`src/rtl/seq_divider.sv`:
```
// Sequential restoring divider: 2N-bit dividend / N-bit divisor, one quotient bit per clock.
// Optional macro SEQ_DIVIDER_ZERO_FAST_EN: a zero divisor skips the BUSY schedule.
module seq_divider #(
    parameter int unsigned N = 3
) (
    input  logic             clk,
    input  logic             rst,
    input  logic [2*N-1:0]   dividend,
    input  logic [N-1:0]     divisor,
    input  logic             start,
    output logic             busy,
    output logic             done,
    output logic [2*N-1:0]   quotient,
    output logic [N-1:0]     remainder,
    output logic             div_by_zero
);

    localparam int unsigned CW = $clog2(2*N+1);

    typedef enum logic [1:0] {
        IDLE,
        BUSY,
        DONE
    } state_t;

    state_t           state_q;
    logic [N-1:0]     prem_q;
    logic [2*N-1:0]   shreg_q;
    logic [N-1:0]     dvsr_q;
    logic [CW-1:0]    cnt_q;
    logic             busy_q;
    logic             done_q;
    logic             dbz_q;
    logic [2*N-1:0]   quot_q;
    logic [N-1:0]     rem_q;

    logic [N:0]       shifted_d;
    logic [N:0]       trial_d;
    logic             qbit_d;
    logic [N-1:0]     prem_d;
    logic [2*N-1:0]   shreg_d;

    // The stored partial remainder is always below the divisor, so N bits hold it;
    // only the shifted value needs the extra bit for the trial subtraction.
    always_comb begin
        shifted_d = {prem_q, shreg_q[2*N-1]};
        trial_d   = shifted_d - {1'b0, dvsr_q};
        qbit_d    = ~trial_d[N];
        prem_d    = qbit_d ? trial_d[N-1:0] : shifted_d[N-1:0];
        shreg_d   = {shreg_q[2*N-2:0], qbit_d};
    end

    always_ff @(posedge clk or posedge rst) begin
        if (rst) begin
            state_q <= IDLE;
            prem_q  <= '0;
            shreg_q <= '0;
            dvsr_q  <= '0;
            cnt_q   <= '0;
            busy_q  <= 1'b0;
            done_q  <= 1'b0;
            dbz_q   <= 1'b0;
            quot_q  <= '0;
            rem_q   <= '0;
        end else begin
            unique case (state_q)
                IDLE: begin
                    if (start) begin
                        dvsr_q  <= divisor;
                        shreg_q <= dividend;
                        prem_q  <= '0;
                        cnt_q   <= CW'(2*N);
                        quot_q  <= '0;
                        rem_q   <= '0;
                        dbz_q   <= 1'b0;
`ifdef SEQ_DIVIDER_ZERO_FAST_EN
                        if (divisor == '0) begin
                            state_q <= DONE;
                        end else begin
                            busy_q  <= 1'b1;
                            state_q <= BUSY;
                        end
`else
                        busy_q  <= 1'b1;
                        state_q <= BUSY;
`endif
                    end
                end
                BUSY: begin
                    prem_q  <= prem_d;
                    shreg_q <= shreg_d;
                    cnt_q   <= cnt_q - CW'(1);
                    if (cnt_q == CW'(1)) begin
                        busy_q  <= 1'b0;
                        done_q  <= 1'b1;
                        state_q <= DONE;
                        if (dvsr_q == '0) begin
                            quot_q <= '1;
                            rem_q  <= '0;
                            dbz_q  <= 1'b1;
                        end else begin
                            quot_q <= shreg_d;
                            rem_q  <= prem_d;
                        end
                    end
                end
                DONE: begin
`ifdef SEQ_DIVIDER_ZERO_FAST_EN
                    // Fast zero path enters DONE with done low; raise it one edge later.
                    if (!done_q) begin
                        done_q <= 1'b1;
                        quot_q <= '1;
                        rem_q  <= '0;
                        dbz_q  <= 1'b1;
                    end else begin
                        done_q  <= 1'b0;
                        state_q <= IDLE;
                    end
`else
                    done_q  <= 1'b0;
                    state_q <= IDLE;
`endif
                end
                default: state_q <= IDLE;
            endcase
        end
    end

    assign busy        = busy_q;
    assign done        = done_q;
    assign quotient    = quot_q;
    assign remainder   = rem_q;
    assign div_by_zero = dbz_q;

endmodule

```
`config.mk`:
```
export PLATFORM = sky130hd
export DESIGN_NAME = seq_divider
export DESIGN_NICKNAME = d
export VERILOG_FILES = /design/src/rtl/seq_divider.sv
export SDC_FILE = /design/constraint.sdc
export NUM_CORES = 1
export LEC_CHECK = 0
export ABC_AREA = 1
export CAP_MARGIN = 20
export CORE_MARGIN = 2
export CORE_UTILIZATION = 50
export DETAILED_ROUTE_END_ITERATION = 6
export PLACE_DENSITY = 0.77
export SLEW_MARGIN = 0
export SYNTH_ARGS = -nofsm -noshare
export SYNTH_HDL_FRONTEND = slang
export SYNTH_SLANG_ARGS = --single-unit
```
`constraint.sdc`:
```
create_clock -name clk -period 1.6 [get_ports clk]
set_input_delay 0.48 -clock clk [delete_from_list [all_inputs] [get_ports clk]]
set_output_delay 0.48 -clock clk [all_outputs]
set_load 0.01 [all_outputs]
```
* Word-level counts from Yosys, hierarchy flattened *
Index checks and enable logic that the tools add are counted.

cells by class
  $add $sub $neg = 2
  eq/ne operators = 6
  muxes and demuxes = 26
  bitwise logic cells = 1
  reduce and logical (&&, ||, !) cells = 10

operators with widths
  cell                                              number
  2-to-1 mux 6 bit                                  4
  one-hot mux 6 bit (2 select lines)                2
  one-hot mux 3 bit (2 select lines)                3
  2-to-1 mux 3 bit                                  5
  AND reduction 2 bit                               4
  2-to-1 mux 1 bit                                  6
  inequality test 2 bit, second input constant      3
  one-hot mux 1 bit (2 select lines)                3
  2-to-1 mux 2 bit                                  2
  one-hot mux 2 bit (2 select lines)                1
  AND reduction 4 bit                               1
  nonzero test 2 bit                                2
  subtractor 4 x 3 -> 4 bit                         1
  == test 3 x 1 -> 1 bit, second input constant     1
  logical NOT 3 bit                                 1
  AND reduction 3 bit                               1
  subtractor 3 x 1 -> 3 bit, second input constant  1
  == test 2 x 1 -> 1 bit, second input constant     1
  == test 2 bit, second input constant              1
  logical NOT 2 bit                                 1
  inverter 1 bit                                    1

word-level totals
  register bits = 29
  output and inout bits = 12
  word-level logic and storage cells = 55

* Logic depth before layout (Yosys ltp) *
Gate-level depths: netlist of the first run.

  depth after elaboration = 5
  depth in mapped cells = 9

* Worst setup path before layout of the first run *
No wires, ideal clock.

  path type = reg-to-reg
  start = register shreg_q[5]
  end = register prem_q[2]
  arrival time = 1308 ps
  path slack = 175 ps
  stages on the path, launching flop included = 9
  path buffers = 0
  clock period less this slack = 1425 ps
  path through = dfrtp_1 inv_1 ha_1 inv_1 fa_1 xnor2_1 nand3_1 nand3_1 nand2_1

between the ends
  longest elaborated chain between the ends = 3

ends and longest elaborated chain
  element                             RTL line  text
  start: declaration                  28        logic [2*N-1:0] shreg_q;
  start signal: assignment            70        shreg_q <= dividend;
  start signal: assignment            91        shreg_q <= shreg_d;
  subtractor 4 x 3 -> 4 bit           47        trial_d = shifted_d - {1'b0, dvsr_q};
  2-to-1 mux 3 bit                    49        prem_d = qbit_d ? trial_d[N-1:0] : shifted_d[N-1:0];
  one-hot mux 3 bit (2 select lines)  66        unique case (state_q)
  end signal: assignment              90        prem_q <= prem_d;
  end: declaration                    27        logic [N-1:0] prem_q;

No other way between the ends.
A chain may end at the register's enable or synchronous reset.

* Final worst setup path of the first run *
  start = register dvsr_q[2]
  end = register prem_q[2]

between the ends
  longest elaborated chain between the ends = 3

ends and longest elaborated chain
  element                             RTL line  text
  start: declaration                  29        logic [N-1:0] dvsr_q;
  start signal: assignment            69        dvsr_q <= divisor;
  subtractor 4 x 3 -> 4 bit           47
  2-to-1 mux 3 bit                    49
  one-hot mux 3 bit (2 select lines)  66

No other way between the ends.

==> results of run 1 <==
## Yosys cell counts (all sizes together)
master and n:
xnor2 1, fa 1, o221ai 1, nor2 4
o21ai 12, dfrtp 29, buf 2, o211ai 3
nand3 20, or2 1, a22oi 1, nor3 1
a21oi 3, ha 5, nand2 57, inv 21
## worst max-delay path: cells and delay by family (launching register included)
kind                     cells  cell delay [ps]
AO/OA/AOI/OAI                1              180
adder cells (fa/ha/maj)      1              230
buffers and inverters        1              120
flip-flops                   1              400
AND/OR/NAND/NOR              5              510
## metal layers
layer / part of all wire / global-route usage / routed length (um) / vias to the layer above
met5: 0 / 0 / 0 / -
met4: 0.029 / 0.08306 / 85 / 0
met3: 0.065 / 0.08065 / 191 / 12
met2: 0.46 / 0.3235 / 1368 / 50
met1: 0.44 / 0.2466 / 1301 / 564
li1: - / - / - / 581
## path summary, 6_finish.rpt
check	start	to	slack [ps]	depth (start not counted)
hold reg to reg	quotient[3]	quotient[3]	470	2
hold / removal	quotient[3]	quotient[3]	470	2
max in group asynchronous	rst	prem_q[0]	960	3
setup / recovery	dvsr_q[2]	prem_q[2]	60	8
setup reg to reg	dvsr_q[2]	prem_q[2]	60	8
min in group asynchronous	rst	remainder[1]	480	3
## registers in the layout, indices dropped and copies added, names as in the netlist
register / cells
cnt_q: 3
quotient: 6
prem_q: 3
done: 1
div_by_zero: 1
remainder: 3
dvsr_q: 3
busy: 1
state_q: 2
shreg_q: 6
## where the power goes
part | internal [uW] | total [uW] | switching [uW]
Sequential | 1080 | 1320 | 237
Clock | 207 | 455 | 248
Combinational | 869 | 2160 | 1290
## timing repair
item / 4_1_cts / 5_1_grt
hold buffers: 0 / 0
resized for setup: 12 / 14
endpoints found under the setup margin: 12 / 7
pin swaps: 0 / 4
## layout make-up
| type | instances | area, um^2 |
|---|---|---|
| Fill cell | 235 | 928.4 |
| Sequential cell | 29 | 726.9 |
| Multi-Input combinational cell | 110 | 631.9 |
| Timing Repair Buffer | 26 | 250.2 |
| Inverter | 21 | 78.83 |
| Clock buffer | 7 | 55.05 |
| Tap cell | 31 | 38.79 |
## cell families after synthesis
| group | count (synthesis) |
|---|---|
| compound gates | 20 |
| xor+xnor | 1 |
| fa+ha+maj | 6 |
| buf+inv | 23 |
| flops | 29 |
| simple gates | 83 |
## metrics by stage
step           instances  hold WS [ps]  total power [uW]  instance area, um^2  setup TNS (ps)
2_1_floorplan        162         444.7              2684                 1400               0
3_3_place_gp         217         454.4              3230                 1685               0
3_5_place_dp         217         457.6              3334                 1685          -87.45
4_1_cts              224         474.0              3688                 1725               0
5_1_grt              224         502.1              4270                 1782          -14.81
6_report             224         469.7              3936                 1782               0
==> results_dict.tcl, run 1 <==
set metrics [dict create \
    p_per_area_nw_per_um2 2209 \
    fin_crit_sh 0.9606 \
    crit_path_end_kind "flip-flop" \
    critical_path_class "reg -> reg" \
    path_max_fanout 4 \
    yosys.area.top_type "dfrtp_1" \
    cts_tree "yes" \
    yosysWarnings 0 \
    status "completed" \
    synth_nets 180 \
    finalHoldViolCount 0 \
    synth_xor_area_frac 0.006256 \
    drtPass1Iterations 4 \
    grt_pass1_vias 1165 \
    clk_pin_slew_ps 80 \
    insertion_delay_ps 330 \
    antenna_cells 0 \
    clock_sinks 29 \
    cpPeakStageDelay_ps 400 \
    drc_errors 0 \
    synth.area.mux_share 0 \
    synthCells 162 \
    fin_crit_ps 1537 \
    layout_common_cells "nand2_1, dfrtp_1, nand3_1" \
    synthAdderAreaFrac 0.05898 \
    clockBufferDepth 2 \
    max_slew.worst_pin.slew_ps 229.8 \
    crit_path_top_delay_cell "dfrtp_1" \
    synth-seq-area-share 0.5183 \
    vias_per_cell 5.388 \
    slew_headroom 0.8466 \
    finClkSkew_ps 8.364 \
    grt_pass1_wl_mm 4.926 \
    hp-class "reg -> reg" \
    gp_congestion 0.8700 \
    cts_max_level 2 \
    floorplan.initialDensity 0.5166 \
    cts_setup_buffers 0 \
    cap_violations 0 \
    io_pins 24 \
    leakagePower_uw 0.0009334 \
    drtIter0Drc 21 \
    syn_to_final_growth_pct 27.26 \
    startpoint_type "flip-flop" \
    drive_gt1_frac 0.1865 \
    synth.distinct_cells 23 \
    die_h_um 56.92 \
    grt_max_degree 30 \
    wl_per_cell_um 13.15 \
    cts_root_buf "clkbuf_4" \
    synth_top_family_by_area "simple AND/OR/NAND/NOR gates" \
    synthSimpleGateAreaFrac 0.2592 \
    synth.top_cells.by_area "dfrtp_1, nand2_1, nand3_1, ha_1, inv_1" \
    track_usage 0.2032 \
    cp.required_ps 1820 \
    crit_chain "inv_1 > ha_4 > a21oi_2 > nand2_1 > nand2_2 > nand3_1 > nand3_2 > nand2_1" \
    postRouteAntennaNets 0 \
    netlist_area_um2 1400 \
    ys_ff_latch 29 \
    final_common_cell "nand2_1" \
    die_w_um 56.92 \
    grt.overflow.total 0 \
    setup_viol 0 \
    vdd_drop_max_v 0.001279 \
    place_hpwl_mm 2.147 \
    synth.top_cell.area_share 0.5183 \
    synth-compound-area-share 0.08758 \
    avgSynthCellArea_um2 8.643 \
    rows 19 \
    slew_viol_final 0 \
    crit_arrival_ps 1760 \
    max_freq_mhz 650.7 \
    fin_nets 211 \
    cts-buffers-inserted 5 \
    grt_antenna_before_repair 0 \
    critPathMostFrequentCell "nand2_1" \
    dp_worst_setup_slack_ps -28.22 \
    final_util 0.6574 \
    io_buffers 23 \
    core_um2 2710 \
    wl_mm 2.946 \
    dr_total_vias 1207 \
    die_area_um2 3239 \
    timing.final.ws_setup_ps 63.11 \
]
Note: power is estimated with default switching activity, not from simulation.
==> run 2: changes to the inputs <==
--- a/config.mk
+++ b/config.mk
@@ -11,7 +11,6 @@
 export CORE_UTILIZATION = 50
 export DETAILED_ROUTE_END_ITERATION = 6
 export PLACE_DENSITY = 0.77
-export SLEW_MARGIN = 0
 export SYNTH_ARGS = -nofsm -noshare
 export SYNTH_HDL_FRONTEND = slang
 export SYNTH_SLANG_ARGS = --single-unit
==> results of run 2 <==
Final layout, timing and power as in run 1 (identical DEF).
